--- src/rtl/alu_op_sequencer.sv ---
// Purpose: sequences single ALU operations: latches operand into DR, strobes a
//          one-hot ALU select, captures the result into AC and a response reg.
// Latency: res_valid 1 cycle after accept (LDA/illegal), 2 (single-cycle ops),
//          3 (MUL/DIV). Backpressure: result held in RESP until res_ready;
//          cmd_ready is high only in IDLE, so no new command while a result waits.
// Ports:   clk/rst_n (sync, active-low); cmd_* command handshake; alu_* drive
//          and sample an external combinational ALU; res_* result handshake;
//          ac_value mirrors the accumulator.
module alu_op_sequencer #(
  parameter int WIDTH = 19
) (
  input  logic             clk,
  input  logic             rst_n,
  input  logic             cmd_valid,
  output logic             cmd_ready,
  input  logic [3:0]       cmd_opcode,
  input  logic [WIDTH-1:0] cmd_operand,
  output logic [WIDTH-1:0] alu_ac,
  output logic [WIDTH-1:0] alu_dr,
  output logic [13:0]      alu_sel,
  input  logic [WIDTH-1:0] alu_result,
  input  logic             alu_ovf,
  output logic             res_valid,
  input  logic             res_ready,
  output logic [WIDTH-1:0] res_data,
  output logic             res_ovf,
  output logic             res_illegal,
  output logic [WIDTH-1:0] ac_value
);

  localparam logic [3:0] OP_MUL = 4'd2;
  localparam logic [3:0] OP_DIV = 4'd3;
  localparam logic [3:0] OP_LDA = 4'd14;
  localparam logic [3:0] OP_ILL = 4'd15;

  typedef enum logic [1:0] {
    S_IDLE = 2'd0,
    S_EXEC = 2'd1,
    S_RESP = 2'd2
  } state_t;

  state_t           state_q, state_d;
  logic [WIDTH-1:0] ac_q, ac_d;
  logic [WIDTH-1:0] dr_q, dr_d;
  logic             cnt_q, cnt_d;
  logic [13:0]      sel_q, sel_d;
  logic [WIDTH-1:0] res_data_q, res_data_d;
  logic             res_ovf_q, res_ovf_d;
  logic             res_ill_q, res_ill_d;

  always_comb begin
    state_d    = state_q;
    ac_d       = ac_q;
    dr_d       = dr_q;
    cnt_d      = cnt_q;
    sel_d      = sel_q;
    res_data_d = res_data_q;
    res_ovf_d  = res_ovf_q;
    res_ill_d  = res_ill_q;

    case (state_q)
      S_IDLE: begin
        if (cmd_valid) begin
          if (cmd_opcode == OP_ILL) begin
            // Report the untouched accumulator so the consumer still gets a value.
            res_data_d = ac_q;
            res_ovf_d  = 1'b0;
            res_ill_d  = 1'b1;
            state_d    = S_RESP;
          end else if (cmd_opcode == OP_LDA) begin
            ac_d       = cmd_operand;
            res_data_d = cmd_operand;
            res_ovf_d  = 1'b0;
            res_ill_d  = 1'b0;
            state_d    = S_RESP;
          end else begin
            dr_d    = cmd_operand;
            sel_d   = 14'd1 << cmd_opcode;
            // MUL/DIV get one extra cycle for the ALU to settle.
            cnt_d   = (cmd_opcode == OP_MUL) || (cmd_opcode == OP_DIV);
            state_d = S_EXEC;
          end
        end
      end
      S_EXEC: begin
        if (cnt_q) begin
          cnt_d = 1'b0;
        end else begin
          ac_d       = alu_result;
          res_data_d = alu_result;
          res_ovf_d  = alu_ovf;
          res_ill_d  = 1'b0;
          sel_d      = '0;
          state_d    = S_RESP;
        end
      end
      S_RESP: begin
        if (res_ready) begin
          state_d = S_IDLE;
        end
      end
      default: begin
        state_d = S_IDLE;
        sel_d   = '0;
        cnt_d   = 1'b0;
      end
    endcase
  end

  always_ff @(posedge clk) begin
    if (!rst_n) begin
      state_q    <= S_IDLE;
      ac_q       <= '0;
      dr_q       <= '0;
      cnt_q      <= 1'b0;
      sel_q      <= '0;
      res_data_q <= '0;
      res_ovf_q  <= 1'b0;
      res_ill_q  <= 1'b0;
    end else begin
      state_q    <= state_d;
      ac_q       <= ac_d;
      dr_q       <= dr_d;
      cnt_q      <= cnt_d;
      sel_q      <= sel_d;
      res_data_q <= res_data_d;
      res_ovf_q  <= res_ovf_d;
      res_ill_q  <= res_ill_d;
    end
  end

  assign cmd_ready   = (state_q == S_IDLE);
  assign res_valid   = (state_q == S_RESP);
  assign alu_ac      = ac_q;
  assign alu_dr      = dr_q;
  assign alu_sel     = sel_q;
  assign res_data    = res_data_q;
  assign res_ovf     = res_ovf_q;
  assign res_illegal = res_ill_q;
  assign ac_value    = ac_q;

endmodule

--- config.mk ---
export PLATFORM = sky130hd
export DESIGN_NAME = alu_op_sequencer
export DESIGN_NICKNAME = d
export VERILOG_FILES = /design/src/rtl/alu_op_sequencer.sv
export SDC_FILE = /design/constraint.sdc
export NUM_CORES = 1
export LEC_CHECK = 0
export BUFFER_PORTS_ARGS = -buffer_cell sky130_fd_sc_hd__buf_4
export CAP_MARGIN = 30
export CORE_ASPECT_RATIO = 1.2
export CORE_MARGIN = 2
export CORE_UTILIZATION = 50
export CTS_BUF_LIST = sky130_fd_sc_hd__clkbuf_4 sky130_fd_sc_hd__clkbuf_8
export CTS_CLUSTER_SIZE = 30
export DETAILED_ROUTE_END_ITERATION = 7
export PLACE_DENSITY = 0.85
export SLEW_MARGIN = 20
export SYNTH_ARGS = -nofsm -noshare
export SYNTH_HDL_FRONTEND = slang
export SYNTH_SLANG_ARGS = --single-unit
--- constraint.sdc ---
create_clock -name clk -period 2.8 [get_ports clk]
set_input_delay 0.28 -clock clk [delete_from_list [all_inputs] [get_ports clk]]
set_output_delay 0.28 -clock clk [all_outputs]
set_load 0.02 [all_outputs]
Word level (Yosys, flattened, before mapping) --
Index checks and enable logic that the tools add are counted.
Storage, ports and cells: register bits after elaboration 76, latch bits 0, memory bits (writable) 0, bits in read-only memories 0, input port bits 47, output and inout port bits 94, word-level logic and storage cells 66, memories kept 0
Operators by class: add/sub/neg operators 0, $mul 0, divide/modulo/power cells 0, $lt $le $gt $ge 0, equality and inequality tests 13, shift operators 1, muxes and demuxes 32, bitwise operators 3, reduce and logical (&&, ||, !) cells 9
Operators by type and width (number):
- 2-to-1 mux 19 bit | 6
- case mux 19 bit (2 select lines) | 2
- 2-to-1 mux 14 bit | 4
- case mux 14 bit (3 select lines) | 1
- << shifter 1 x 4 -> 14 bit, first input constant | 1
- AND reduction 4 bit | 3
- 2-to-1 mux 1 bit | 10
- 2-to-1 mux 2 bit | 5
- AND reduction 5 bit | 2
- equality test 4 x 2 -> 1 bit, second input constant | 2
- equality test 4 bit, second input constant | 2
- != test 2 bit, second input constant | 4
- case mux 1 bit (2 select lines) | 3
- case mux 2 bit (3 select lines) | 1
- != test 2 x 1 -> 1 bit, second input constant | 2
- != test 3 x 1 -> 1 bit, second input constant | 1
- inverter 1 bit | 3
- AND reduction 3 bit | 1
- equality test 2 x 1 -> 1 bit, second input constant | 1
- equality test 2 bit, second input constant | 1
- logical NOT 2 bit | 1
- nonzero test 2 bit | 1
- logical OR 1 bit | 1

Depth between registers and ports, before layout --
Gate-level depths: netlist of the first run.
word-level depth 6, gate-level depth with buffers 7, mapped depth without buffers 4

Least setup slack after synthesis of the first run --
No wires, ideal clock.
path type register to register, start point register state_q[1], end point register ac_q[14] (netlist: ac_value[14]), library setup time 0.116 ns, data arrival time 1.587 ns, data required time 2.684 ns, setup slack 1.097 ns, stages on the path, launching flop included 8, path buffers 3, clock period less this slack 1.703 ns, path through dfxtp_1 -> buf_4 -> or4b_1 -> o22ai_1 -> buf_2 -> buf_6 -> nand2_1 -> o211a_1
On the way: longest elaborated chain between the ends 3, elaborated cells between the ends (all ways) 9, those cells by class eq/ne (5); mux (1); reduce/logical (3)
Ends and longest elaborated chain:
- start, declared | line 42 | state_t state_q, state_d;
- start signal, assigned | line 121 | state_q <= state_d;
- equality test 2 x 1 -> 1 bit or logical NOT 2 bit (tied branches) | line 61 | case (state_q)
- != test 2 bit (no source line), or another cell as far along
- AND reduction 5 bit (no source line)
- end signal, assigned | line 113 | ac_q <= '0;
- end signal, assigned | line 122 | ac_q <= ac_d;
- end, declared | line 43 | logic [WIDTH-1:0] ac_q, ac_d;
Several ways; a longest one is shown, not always the timed one. A chain may end at the register's enable or synchronous reset.

Worst setup path after layout of the first run --
start point register state_q[1], end point register ac_q[15] (netlist: ac_value[15])
Same word-level chain as after synthesis.

==> impl_metrics.ini, run 1 <==
[synthesis]
synthTopCellsByCount = nand2_1, dfxtp_1, a21boi_1
synth_top_family_by_area = compound AO/OA/AOI/OAI gates
yosys.area_share.adder_pct = 0
synth_top_area_cell = dfxtp_1
ys_seq_elements = 76
syn_nets = 466
synth_edf_count = 0
syn_area_um2 = 3590
syn_avg_cell_area_um2 = 8.56
ys_warn_count = 0
synth.area.top_cells = dfxtp_1, nand2_1, mux2i_1
synth_top_area_share_pct = 42.4
yosysMostFrequentCell = nand2_1
synth_cells = 419
synth_simple_gate_area_share_pct = 21.1
synth_compound_area_share_pct = 22.4
async_reset_ff_share_pct = 0
synth_seq_area_share_pct = 42.4
synth_mux_area_share_pct = 5.58
ys.flop_type = dfxtp_1
synth_xor_area_share_pct = 0
synth.distinct_cells = 37

[global_route]
grt_util_met3_pct = 5.69
grtUsageMet1_pct = 30.2
met2_usage_pct = 43.8
grt_busiest_layer = met2
grt_pass1_wl_um = 15800
antenna_found_initial = 0
grt_pass1_vias = 3300
grt_max_degree = 42
overflow = 0
grt.total_usage_pct = 25.9

[worst_hold_path]
min_path_type = in -> reg

[power_and_ir_drop]
clkPwrFrac_pct = 29.4
p_leak_nw = 2.25
p_total_w = 0.00260
p_switching_w = 0.000813
power_frac_seq_pct = 46.6
power_density_nw_per_um2 = 553
combPwrFrac_pct = 24.0
p_int_w = 0.00179
swShare_pct = 31.3
ir_worst_vdd_v = 0.000374

[clocking]
cts-resized-gates = 0
cts_tree = yes
hold_buffers = 0
cts_setup_buffers = 0
cts_made_buffers = 9
htree_levels = 3
clkTransAtPathRegs_ps = 80
cts_root_buffer = clkbuf_8
clock_path_buffers = 2
clock_sinks = 76
clock_latency_ps = 340

[floorplanning]
initial_utilization_pct = 52.0
ioPinCount = 141
rows = 33
die-height_um = 96.8
die-area_um2 = 7870
die_x_um = 81.3
core_um2 = 6900

[placement]
port_buffers = 140
place_ws_ps = 792
place_congestion = 0.815
place_hpwl_um = 7180

[status]
outcome = complete, no violations

[worst_setup_path]
cp_data_arrival_time_ps = 2280
cp_data_required_time_ps = 3030
crit_fanout = 26
cp-start-kind = register
crit_path_end_kind = register
path_class = reg -> reg

[routing]
antenna_left = 0
drtPass1Iterations = 4
wl_per_cell_um = 16.2
vias_per_cell = 5.48
wirelength_um = 10000
drc_errors = 0
vias = 3389
drtIter0Drc = 135

[sta]
fin_crit_ps = 2050
max_slew_margin_pct = 41.5
setup_ws_ps = 746
fin_crit_sh_pct = 73.3
hold_viol_final = 0
timing.fmax_ghz = 0.487
tightest_slew_ps = 877
drv_slew = 0
finalSetupTns_ps = 0
setup_violations = 0
fin_skew_ps = 10.6
rsz0062_at_grt = no

[job]
cap_violations = 0

[layout]
final_util_pct = 68.2
nNetsFinal = 573
area_growth_pct = 31.1
drive_above_1_share_pct = 31.8
diodes = 0
==> metrics by stage <==
step | hold WS, ps | cell area, um^2 | std cells
final | 199 | 4700 | 618
after detailed placement | 446 | 4530 | 602
after CTS | 184 | 4700 | 618
after global placement | 439 | 4530 | 602
after global routing | 187 | 4700 | 618
after floorplan | 415 | 3590 | 419
==> metal layers <==
metal  up-vias  routed length [um]  share of wire (%)
met1      1582                3950                 39
met4         0                 295                2.9
met2       135                5120                 51
met5         -                   0                  0
met3        19                 664                6.6
li1       1653                   -                  -
==> final timing paths <==
path	end	slack, ps	from	cells past startpoint
worst min register to register	alu_sel[12]	450	alu_sel[12]	2
worst max register to register	ac_value[15]	750	state_q[1]	5
worst max-delay path	ac_value[15]	750	state_q[1]	5
worst min-delay path	alu_dr[11]	200	cmd_operand[11]	3
==> worst max-delay path, stage by stage, from the launching register on <==
cell and delay (ps):
dfxtp_1 440, or4b_1 580, o22ai_2 480, buf_12 240, nand2_1 60, o211a_1 130
==> cell families (layout without fill, tap and decap cells) <==
kind of cell | after synthesis | in the layout
mux | 20 | 20
simple gates | 169 | 169
buf+inv | 54 | 166
flops | 76 | 76
compound gates | 100 | 100
==> cell usage in the layout, fill, tap and decap left out, types with 4 or more instances in the layout <==
cell	synthesis	routed
a22o_1	19	19
nand2b_1	4	4
a21boi_1	24	24
buf_4	22	146
nor2_1	22	22
a21boi_0	11	11
dfxtp_1	76	76
o211a_1	19	19
or3_1	9	9
clkbuf_8	0	10
a31oi_1	20	20
nand2_1	112	112
mux2i_1	20	20
==> power by group through the flow <==
stage / Clock, W / Combinational (W) / Sequential [W]
6_report: 0.000765 / 0.000625 / 0.00121
4_1_cts: 0.000775 / 0.000628 / 0.00121
2_1_floorplan: 0 / 0.000314 / 0.00130
5_1_grt: 0.000822 / 0.000673 / 0.00122
3_5_place_dp: 0 / 0.000627 / 0.00123
3_3_place_gp: 0 / 0.000615 / 0.00123
==> area by class of cell <==
cell class	instances	area, um^2
Fill cell	598	2190
Multi-Input combinational cell	289	1770
Sequential cell	76	1520
Timing Repair Buffer	147	1120
Clock buffer	12	153
Tap cell	87	109
Clock inverter	4	25.0
Inverter	3	11.3
==> sequential cells by signal, summed over array words and instances (netlist names) <==
signal / count
res_illegal: 1
state_q: 2
alu_sel: 14
res_ovf: 1
res_data: 19
cnt_q: 1
alu_dr: 19
ac_value: 19
Note: power is estimated with default switching activity, not from simulation.
==> inputs of run 2 (changes only) <==
==> constraint.sdc (replaced) <==
create_clock -name clk -period 1.91 [get_ports clk]
set_input_delay 0.191 -clock clk [delete_from_list [all_inputs] [get_ports clk]]
set_output_delay 0.191 -clock clk [all_outputs]
set_load 0.02 [all_outputs]
==> impl_metrics.ini, run 2 (synthesis gave the netlist of run 1 again) <==
[routing]
drc_errors = 0
wl_per_cell_um = 16.0
drtPass1Iterations = 4
vias = 3543
wirelength_um = 10100
drtIter0Drc = 186
antenna_left = 0
vias_per_cell = 5.64

[worst_hold_path]
min_path_type = in -> reg

[clocking]
cts-resized-gates = 0
hold_buffers = 0
cts_made_buffers = 9
cts_root_buffer = clkbuf_8
clock_sinks = 76
cts_tree = yes
clock_path_buffers = 2
cts_setup_buffers = 0
clock_latency_ps = 350
clkTransAtPathRegs_ps = 90
htree_levels = 3

[layout]
diodes = 0
final_common_cell = buf_4
nFillCells = 547
area_growth_pct = 34.8
final_util_pct = 70.2
layout_common_cells = buf_4, nand2_1, dfxtp_1, a21boi_1, nor2_1
design_area_um2 = 4840
drive_above_1_share_pct = 33.1
final_cells = 628
nNetsFinal = 583

[floorplanning]
die_x_um = 81.3
core_um2 = 6900
ioPinCount = 141
initial_utilization_pct = 52.0
rows = 33
die-height_um = 96.8
die-area_um2 = 7870

[sta]
timing.fmax_ghz = 0.546
finalSetupTns_ps = 0
setup_ws_ps = 78.3
hold_viol_final = 0
max_slew_margin_pct = 46.0
rsz0062_at_grt = no
fin_crit_sh_pct = 95.9
drv_slew = 0
setup_violations = 0
fin_skew_ps = 7.97
fin_crit_ps = 1830
tightest_slew_ps = 809

[global_route]
grt.total_usage_pct = 25.5
overflow = 0
grt_max_degree = 48
grt_pass1_wl_um = 15600
antenna_found_initial = 0
grt_pass1_vias = 3299

[power_and_ir_drop]
p_switching_w = 0.00125
combPwrFrac_pct = 23.1
clkPwrFrac_pct = 33.7
swShare_pct = 30.5
power_density_nw_per_um2 = 848
p_int_w = 0.00285
power_frac_seq_pct = 43.3
ir_worst_vdd_v = 0.000583
p_leak_nw = 2.32

[status]
outcome = complete, no violations

[placement]
place_ws_ps = 143
place_hpwl_um = 7140
place_congestion = 0.874
port_buffers = 140
dp.cells = 612
postPlaceCellArea_um2 = 4610

[job]
cap_violations = 0

[worst_setup_path]
cp_data_arrival_time_ps = 2120
worstPathCellList = nand2b_1 > o31a_1 > o21a_1 > a22o_1
crit_fanout = 20
path_class = reg -> reg
max_stage_delay_ps = 680
cp-start-kind = register
crit_path_end_kind = register
cp_slowest_cell = o21a_1
cp_data_required_time_ps = 2200
-- run 2: changes by cell type in the layout (fill, tap and decap cells not counted), sizes merged --
cell      previous run  this run
buf                147       157
bufinv               0         2
clkbuf              12         9
clkinv               2         1
clkinvlp             2         3
inv                  3         4
-- run 2: worst max-delay path, delay by kind of cell (launching register included) --
family / cells / cell delay (ps)
AND/OR/NAND/NOR: 1 / 160
AO/OA/AOI/OAI: 3 / 1210
flip-flops: 1 / 390
-- run 2: final cells by class --
| cell class | count | area [um^2] | area share, % |
|---|---|---|---|
| clock inverters | 7 | 100 | 2.07 |
| flip-flops and latches | 76 | 1520 | 31.5 |
| well taps | 87 | 109 | 2.25 |
| repair buffers | 157 | 1200 | 24.9 |
| multi-input cells | 289 | 1770 | 36.5 |
| clock buffers | 9 | 124 | 2.56 |
| inverters | 3 | 11.3 | 0.233 |
-- run 2: routing by layer --
layer,track usage [%],vias to the layer above,routed length [um]
li1,-,1676,-
met1,29.0,1696,3890
met2,44.2,154,5200
met3,7.18,17,798
met4,9.52,0,178
met5,0,-,0
-- run 2: final timing paths --
| kind | startpoint | endpoint | slack, ps | cells after the start |
|---|---|---|---|---|
| setup / recovery | cnt_q | res_data[2] | 80 | 4 |
| hold / removal | cmd_operand[10] | alu_dr[10] | 100 | 3 |
| setup reg to reg | cnt_q | res_data[2] | 80 | 4 |
| hold reg to reg | alu_sel[0] | alu_sel[0] | 450 | 2 |
-- run 2: power groups by stage --
| stage | clock network [W] | logic [W] | registers [W] |
|---|---|---|---|
| after floorplan | 0 | 0.000460 | 0.00191 |
| after global placement | 0 | 0.000928 | 0.00181 |
| after detailed placement | 0 | 0.000946 | 0.00181 |
| after CTS | 0.00139 | 0.000948 | 0.00177 |
| after global routing | 0.00147 | 0.00101 | 0.00179 |
| final | 0.00138 | 0.000946 | 0.00178 |
-- run 2: stage by stage --
stage                     hold WS, ps  total power, W
after floorplan                   326         0.00237
after global placement            438         0.00274
after detailed placement          445         0.00275
after CTS                        88.4         0.00411
after global routing             87.8         0.00427
final                            95.3         0.00410
